$ cat config.mk
export PLATFORM = sky130hd
export DESIGN_NAME = wb_commit_unit
export DESIGN_NICKNAME = d
export VERILOG_FILES = /design/src/rtl/gpu_wb_pkg.sv /design/src/rtl/wb_saturate.sv /design/src/rtl/wb_commit_unit.sv
export SDC_FILE = /design/constraint.sdc
export NUM_CORES = 1
export LEC_CHECK = 0
export CAP_MARGIN = 40
export CORE_ASPECT_RATIO = 1.75
export CORE_MARGIN = 1
export CORE_UTILIZATION = 40
export DETAILED_ROUTE_END_ITERATION = 16
export PLACE_DENSITY = 0.67
export SETUP_SLACK_MARGIN = 0.15
export SYNTH_ARGS = -nofsm -noshare
export SYNTH_HDL_FRONTEND = slang
export SYNTH_SLANG_ARGS = --single-unit
$ cat constraint.sdc
create_clock -name clk -period 5.15 [get_ports clk]
set_input_delay 1.545 -clock clk [delete_from_list [all_inputs] [get_ports clk]]
set_output_delay 1.545 -clock clk [all_outputs]
set_load 0.01 [all_outputs]
$ cat src/rtl/gpu_wb_pkg.sv
// Shared definitions for the writeback commit path: flag bit positions,
// saturation constants and the commit FSM encoding.
package gpu_wb_pkg;

  localparam int NUM_LANES = 4;
  localparam int FLAG_W    = 5;

  localparam int FLAG_NV = 4;
  localparam int FLAG_DZ = 3;
  localparam int FLAG_OF = 2;
  localparam int FLAG_UF = 1;
  localparam int FLAG_NX = 0;

  localparam logic [31:0] SAT_ONE  = 32'h3F80_0000;
  localparam logic [31:0] SAT_ZERO = 32'h0000_0000;

  typedef enum logic {
    IDLE = 1'b0,
    REQ  = 1'b1
  } wb_state_e;

endpackage

$ cat src/rtl/wb_saturate.sv
// Single-lane clamp of an IEEE single value to [0.0, 1.0]; NaNs and any
// value with the sign bit set collapse to zero.
module wb_saturate
  import gpu_wb_pkg::*;
#(
  parameter int DataWidth = 32
) (
  input  logic                 sat,
  input  logic [DataWidth-1:0] din,
  output logic [DataWidth-1:0] dout
);

  localparam logic [DataWidth-1:0] ONE  = DataWidth'(SAT_ONE);
  localparam logic [DataWidth-1:0] ZERO = DataWidth'(SAT_ZERO);

  logic is_neg;
  logic is_nan;

  assign is_neg = din[DataWidth-1];
  assign is_nan = (&din[30:23]) & (|din[22:0]);

  // NaN must be caught before the magnitude compare, or it would clamp to one
  always_comb begin
    dout = din;
    if (sat) begin
      if (is_neg || is_nan) begin
        dout = ZERO;
      end else if (din > ONE) begin
        dout = ONE;
      end
    end
  end

endmodule

$ cat src/rtl/wb_commit_unit.sv
// Writeback commit unit: saturates EX results, queues bundles and presents
// them to the shared register-file write port with a request/grant handshake.
module wb_commit_unit
  import gpu_wb_pkg::*;
#(
  parameter int DataWidth    = 32,
  parameter int TotalNumBank = 8,
  parameter int AddrWidth    = 5,
  parameter int QueueDepth   = 2
) (
  input  logic                    clk,
  input  logic                    rstn,
  input  logic                    sclr,
  input  logic                    in_valid,
  input  logic                    in_sat,
  input  logic [3:0]              in_mask,
  input  logic [TotalNumBank-1:0] in_bank_we,
  input  logic [AddrWidth-1:0]    in_addr,
  input  logic [DataWidth-1:0]    in_res0,
  input  logic [DataWidth-1:0]    in_res1,
  input  logic [DataWidth-1:0]    in_res2,
  input  logic [DataWidth-1:0]    in_res3,
  input  logic [4:0]              in_flags0,
  input  logic [4:0]              in_flags1,
  input  logic [4:0]              in_flags2,
  input  logic [4:0]              in_flags3,
  output logic                    in_full,
  output logic                    rf_req,
  input  logic                    rf_grant,
  output logic [TotalNumBank-1:0] rf_bank_we,
  output logic [AddrWidth-1:0]    rf_addr,
  output logic [3:0]              rf_lane_we,
  output logic [DataWidth-1:0]    rf_data0,
  output logic [DataWidth-1:0]    rf_data1,
  output logic [DataWidth-1:0]    rf_data2,
  output logic [DataWidth-1:0]    rf_data3,
  input  logic                    flags_clr,
  output logic [4:0]              sticky_flags,
  output logic                    ovf_err,
  output logic                    busy
);

  localparam int PtrW = (QueueDepth > 1) ? $clog2(QueueDepth) : 1;
  localparam int CntW = PtrW + 1;
  localparam logic [CntW-1:0] DEPTH_C = CntW'(QueueDepth);

  logic [DataWidth-1:0]    lane_res [NUM_LANES];
  logic [DataWidth-1:0]    lane_sat [NUM_LANES];
  logic [FLAG_W-1:0]       lane_flags [NUM_LANES];

  logic [TotalNumBank-1:0] q_bank_we [QueueDepth];
  logic [AddrWidth-1:0]    q_addr    [QueueDepth];
  logic [3:0]              q_mask    [QueueDepth];
  logic [DataWidth-1:0]    q_data    [QueueDepth][NUM_LANES];

  logic [PtrW-1:0]   wr_ptr;
  logic [PtrW-1:0]   rd_ptr;
  logic [CntW-1:0]   count;
  logic [CntW-1:0]   count_nxt;
  logic [FLAG_W-1:0] bundle_flags;
  logic              accept;
  logic              commit;
  logic              enq;
  logic              drop;
  wb_state_e         state;

  assign lane_res[0]   = in_res0;
  assign lane_res[1]   = in_res1;
  assign lane_res[2]   = in_res2;
  assign lane_res[3]   = in_res3;
  assign lane_flags[0] = in_flags0;
  assign lane_flags[1] = in_flags1;
  assign lane_flags[2] = in_flags2;
  assign lane_flags[3] = in_flags3;

  for (genvar g = 0; g < NUM_LANES; g++) begin : g_lane
    wb_saturate #(
      .DataWidth(DataWidth)
    ) u_sat (
      .sat (in_sat),
      .din (lane_res[g]),
      .dout(lane_sat[g])
    );
  end

  // sclr overrides both sides of the queue, so a grant in that cycle is not a commit
  always_comb begin
    accept    = in_valid & (|in_mask) & (|in_bank_we);
    commit    = rf_req & rf_grant & ~sclr;
    enq       = accept & ~sclr & ((count < DEPTH_C) | commit);
    drop      = accept & ~sclr & (count == DEPTH_C) & ~commit;
    count_nxt = count + CntW'(enq) - CntW'(commit);
    bundle_flags = '0;
    for (int i = 0; i < NUM_LANES; i++) begin
      if (in_mask[i]) begin
        bundle_flags = bundle_flags | lane_flags[i];
      end
    end
  end

  always_ff @(posedge clk or negedge rstn) begin
    if (!rstn) begin
      for (int e = 0; e < QueueDepth; e++) begin
        q_bank_we[e] <= '0;
        q_addr[e]    <= '0;
        q_mask[e]    <= '0;
        for (int l = 0; l < NUM_LANES; l++) begin
          q_data[e][l] <= '0;
        end
      end
    end else if (enq) begin
      q_bank_we[wr_ptr] <= in_bank_we;
      q_addr[wr_ptr]    <= in_addr;
      q_mask[wr_ptr]    <= in_mask;
      for (int l = 0; l < NUM_LANES; l++) begin
        q_data[wr_ptr][l] <= lane_sat[l];
      end
    end
  end

  always_ff @(posedge clk or negedge rstn) begin
    if (!rstn) begin
      wr_ptr  <= '0;
      rd_ptr  <= '0;
      count   <= '0;
      busy    <= 1'b0;
      in_full <= 1'b0;
    end else if (sclr) begin
      wr_ptr  <= '0;
      rd_ptr  <= '0;
      count   <= '0;
      busy    <= 1'b0;
      in_full <= 1'b0;
    end else begin
      wr_ptr  <= wr_ptr + PtrW'(enq);
      rd_ptr  <= rd_ptr + PtrW'(commit);
      count   <= count_nxt;
      busy    <= (count_nxt != '0);
      in_full <= (count_nxt == DEPTH_C);
    end
  end

  // Request stays up across back-to-back commits while entries remain
  always_ff @(posedge clk or negedge rstn) begin
    if (!rstn) begin
      state <= IDLE;
    end else if (sclr) begin
      state <= IDLE;
    end else begin
      case (state)
        IDLE: if (count_nxt != '0) state <= REQ;
        REQ:  if (commit && (count_nxt == '0)) state <= IDLE;
        default: state <= IDLE;
      endcase
    end
  end

  assign rf_req     = (state == REQ);
  assign rf_bank_we = q_bank_we[rd_ptr];
  assign rf_addr    = q_addr[rd_ptr];
  assign rf_lane_we = q_mask[rd_ptr];
  assign rf_data0   = q_data[rd_ptr][0];
  assign rf_data1   = q_data[rd_ptr][1];
  assign rf_data2   = q_data[rd_ptr][2];
  assign rf_data3   = q_data[rd_ptr][3];

  // A clear coinciding with an enqueue leaves exactly the new bundle's flags
  always_ff @(posedge clk or negedge rstn) begin
    if (!rstn) begin
      sticky_flags <= '0;
    end else begin
      sticky_flags <= (flags_clr ? '0 : sticky_flags) | (enq ? bundle_flags : '0);
    end
  end

  always_ff @(posedge clk or negedge rstn) begin
    if (!rstn) begin
      ovf_err <= 1'b0;
    end else if (sclr) begin
      ovf_err <= 1'b0;
    end else if (drop) begin
      ovf_err <= 1'b1;
    end
  end

endmodule

; Word-level counts from Yosys, hierarchy flattened
; Index checks and enable logic that the tools add are counted.
; W data, S select, Z words.
[op_classes]
eq_ne = 2
reduce_logical = 19
addsub = 4
bitwise = 22
n_lt_le_gt_ge = 8
n_mux = 62
[ops]
columns = cell, count
row1 = $bwmux W256, 4
row2 = $demux W128 S1, 4
row3 = $mux W128, 4
row4 = $mux W32, 13
row5 = $gt A32 B30 Y1 const B, 4
row6 = $mux W96, 1
row7 = $reduce_or A23 Y1, 4
row8 = $mux W64, 1
row9 = $mux W5, 10
row10 = $mux W8, 4
row11 = $reduce_and A8 Y1, 4
row12 = $or A5 B5 Y5, 4
row13 = $bwmux W16, 1
row14 = $mux W4, 4
row15 = $and A1 B1 Y1, 12
row16 = $bwmux W10, 1
row17 = $mux W1, 9
row18 = $bwmux W8, 1
row19 = $demux W8 S1, 1
row20 = $reduce_or A8 Y1, 1
row21 = $demux W5 S1, 1
row22 = $demux W4 S1, 1
row23 = $eq A2 B2 Y1 const B, 2
row24 = $ge A2 B2 Y1 const B, 2
row25 = 15 further kinds, 24
[word_totals]
regBits = 303
wordCells = 139

; Longest topological paths before layout
[depth]
word_depth = 12
mapped_depth = 12
mapped_depth_nobuf = 10

; Modules after synthesis
; Synthesis repeated with hierarchy kept, for this count alone.
[unflattened]
cells_unflattened = 1309
area_unflattened_um2 = 15258.4
[modules_own_cells]
columns = module, n_inst, seq_area_each_um2, cells_per_inst, area_each_um2
row1 = wb_commit_unit, 1, 7582.3, 949, 13346.6
row2 = wb_saturate, 4, 0.0, 90, 478.0

; Worst setup path after synthesis
; Ideal clock, no wire load.
[synth_path]
path_kind = input to register
start = input port in_bank_we[0]
end = register q_addr[0] (netlist name)
path_slack_ps = 1528
cell_stages = 9
arrival_ps = 3497
n_path_buf = 2
path_cell_list = nor4_1 -> nand2_1 -> nor4bb_1 -> nand2_1 -> inv_1 -> ha_1 -> clkbuf_1 -> clkbuf_1 -> mux2_2
[synth_between]
elab_chain_cells = 4
[synth_lines]
columns = item, line_no
row1 = from (decl), wb_commit_unit.sv:17  ; input logic [TotalNumBank-1:0] in_bank_we,
row2 = $reduce_or A8 Y1, wb_commit_unit.sv:88  ; accept = in_valid & (|in_mask) & (|in_bank_we);
row3 = $and A1 B1 Y1, wb_commit_unit.sv:88
row4 = $and A1 B1 Y1 (2 in a row), wb_commit_unit.sv:90  ; enq = accept & ~sclr & ((count < DEPTH_C) | commit);
row5 = "to (signal, indexed assignment)", wb_commit_unit.sv:113  ; q_addr[wr_ptr] <= in_addr;
row6 = to (decl), wb_commit_unit.sv:52  ; logic [AddrWidth-1:0] q_addr [QueueDepth];
; Every way passes these cells.
; A chain may end at the register's enable or synchronous reset.

; Final worst setup path
[layout_path]
start = register rd_ptr
end = output port rf_data1[29]
[layout_between]
elab_chain_cells = 4
[layout_lines]
columns = item, line_no
row1 = from (decl), wb_commit_unit.sv:57  ; logic [PtrW-1:0] rd_ptr;
row2 = from (signal assigned), wb_commit_unit.sv:136  ; rd_ptr <= rd_ptr + PtrW'(commit);
row3 = $not A1 Y2 (not written as such), wb_commit_unit.sv:163  ; assign rf_data1 = q_data[rd_ptr][1];
row4 = $mux W128 (3 in a row), -
row5 = to (decl), wb_commit_unit.sv:34  ; output logic [DataWidth-1:0] rf_data1,
; Every way passes these cells. The select of a mux whose other input is x is not followed.

==> summary.md <==
| Metric | Value |
|---|---|
| Starting Density | 0.4067 |
| Num CTS Buffers | 30 |
| Reg clk slew, reported paths | 70 ps |
| Reg2reg path depth | 10 |
| Power per Cell Area | 506.9 nW/µm² |
| Setup crit start kind | flop |
| IO buf count | roughly 330 |
| Global route overflow | 0 |
| Hold_sp | q_data[155]$_DFFE_PN0P_ |
| Drt pass-1 iters | 5 |
| Worst skew pair latency | 570 ps |
| Worst hold margin | 475.9 ps |
| Clk_skew | 20.33 ps |
| Cts hold-fix bufs | 0 |
| Chip Width | 140.5 µm |
| DIE AREA | 34350 µm² |
| Status | finished, final reports clean |
| Area of the multi-input gates | 5449 µm² |
| Area grow syn2layout | 35.36% |
| #FFs+latches synth | 303 |
| First-pass GRT wire length | approximately 62 mm |
| Post-DR wirelength/cell | approximately 23 µm |
| Period minus WS final | 4081 ps |
| Root Driver | clkbuf_16 |
| Slew margin rel. | 0.5126 |
| Sum of negative setup slack | 0 ps |
| Crit Path Class | reg2out |
| Share of the synthesized area in the top cell type | 0.5644 |
| Antenna violations before repair | 8 |
| YS warnings | 0 |
| R2r endpoint | q_data[19]$_DFFE_PN0P_ |
| Post-CTS resize count | 0 |
| Dpl hpwl | 27.52 mm |
| Crit. End Element | output pin |
| Worst r2r src | rf_req$_DFF_PN0_ |
| Antenna Violating Nets Remaining | 0 |
| Hold Crit Class | reg2reg |
| Placer Congestion | 0.8366 |
| FF+latch area | 7586 µm² |
| Unique masters post-synth | 47 |
| CTS tree | built |
| Layout fillers | 2798 |
| Number of synthesized flops with an enable pin | 0 |
| CP arrival | between 2000 and 3000 ps |
| Hold Fails Final Rpt | 0 |
| Worst setup path endpoint | rf_data1[29] |
| Top Ports | 326 |
| CP Data Required Time | around 3600 ps |
| Hold path depth | 2 |
| Fin crit share | 0.7925 |
| Area leader, netlist | dfrtp_1 |
| Critical path fanouts, max | 66 |
| Synth Cell Area | 13440 µm² |
| Vias per Instance | around 5.7 |
| Sink Count | slightly above 300 |
| Vias in the first global route | 10830 |
| Iteration-0 DRC Markers | roughly 550 |
| PnR Total Power | 9.219 mW |
| FP Rows | 88 |
| Max Root-Sink Buffers | 3 |
| Final setup viols | 0 |
| Detailed-route wire length | 39.78 mm |
| Slew Limit Fails | 0 |
| Nets | 1475 |
| Static leakage | 7.744 nW |
| RSZ-0062 raised after global routing | no |
| Largest net degree at the start of global routing | 94 |
| Aggregate global-route resource usage | 0.2322 |
| Number of max-cap violations | 0 |
| Worst Setup SP | rd_ptr$_DFF_PN0_ |
| Worst IR drop on VDD | 0.3331 mV |
| Worst-Margin Slew | 731.1 ps |
| Seq/Total Area, Yosys | 0.5644 |
| Commonest cells post-synth | dfrtp_1, mux2_2, a22o_1 |
| # DRC | 0 |
| Post-Syn Nets | 1166 |
| Core area | 33030 µm² |
| Die height | 244.4 µm |
| Cells after synthesis | 990 |
| CTS H-Tree Depth | 1 |
| Syn Area/Cell | 13.57 µm² |
| Fmax | 0.2450 GHz |
| Dominant cells by area after synthesis | dfrtp_1, mux2_2, a22o_1, o221a_1, clkbuf_1 |
| Total number of vias | 9955 |
| Postcts setup bufs | 0 |
| R2R Setup Slk | 2580 ps |
| Layout cell share with drive strength beyond 1 | 0.2315 |
| Post-synth ARST share | 1.000 |
| Top-count cell post-synth | dfrtp_1 |
| Synth Flop Type | dfrtp_1 |
## stage by stage
stage                       util  setup WS [ps]  cell area, µm²  cells
final                     0.5506           1069           18190   1735
after detailed placement  0.5183          604.6           17120   1672
after floorplan                -           1528           13440    990
after global placement    0.5178          606.4           17110   1671
after global routing      0.5506          879.5           18190   1735
after CTS                 0.5500           1009           18170   1727
## placed cells by master (no fill, tap or decap), types with 7 or more instances in the layout
master	Yosys	final
a22o_1	183	183
dfrtp_1	303	302
clkbuf_16	0	31
nand2_1	31	31
clkdlybuf4s50_1	0	324
a2bb2oi_1	12	12
nand3_1	10	10
nor2_1	8	8
buf_4	4	20
clkinv_2	0	7
inv_1	14	12
nor4_1	17	17
mux2_2	191	191
clkbuf_1	47	7
diode_2	0	8
o221a_1	42	42
## logic make-up after synthesis
group	share of synthesized area
AO/OA/AOI/OAI	0.1868
XOR/XNOR	0.001956
adder cells (fa/ha/maj)	0.003725
buffers and inverters	0.03045
flip-flops	0.5644
multiplexers	0.1601
AND/OR/NAND/NOR	0.05262
## registers in the layout, summed over array words and instances (netlist names), 2 cells and up
register and cells:
q_addr 10, q_bank_we 16, count 2, q_data 256
q_mask 8, sticky_flags 5
## power by group
group,total [mW],internal (mW),leakage [nW],switching (mW)
sequential,3.61,3.17,3.85,0.436
combinational,3.28,2.01,3.38,1.28
clock,2.33,1.39,0.514,0.943
total,9.22,6.56,7.74,2.65
## worst max-delay path, stage by stage (launching register included)
cell	delay, ps
dfrtp_4	610
buf_12	380
mux2_2	380
clkdlybuf4s50_1	560
## final cells by class
cell class | instances | area share
clock inverters | 11 | 0.008875
flip-flops and latches | 303 | 0.4171
diodes | 8 | 0.001101
well taps | 405 | 0.02786
inverters | 14 | 0.003027
repair buffers | 351 | 0.1937
multi-input cells | 599 | 0.2996
clock buffers | 44 | 0.04864
## worst min-delay path by stage
stage                                   end  slack (ps)
finish              q_data[155]$_DFFE_PN0P_         480
global route        q_data[155]$_DFFE_PN0P_         500
CTS                 q_data[155]$_DFFE_PN0P_         480
detailed placement  q_data[155]$_DFFE_PN0P_         460
global placement     q_data[27]$_DFFE_PN0P_         460
floorplan            q_data[27]$_DFFE_PN0P_         440
## per-layer routing
metal / share of wire / vias up / GRT usage
li1: - / 4458 / -
met1: 0.38 / 5085 / 0.2603
met2: 0.53 / 321 / 0.4212
met3: 0.049 / 91 / 0.03838
met4: 0.047 / 0 / 0.1186
met5: 0 / - / 0
Note: power is estimated with default switching activity, not from simulation.
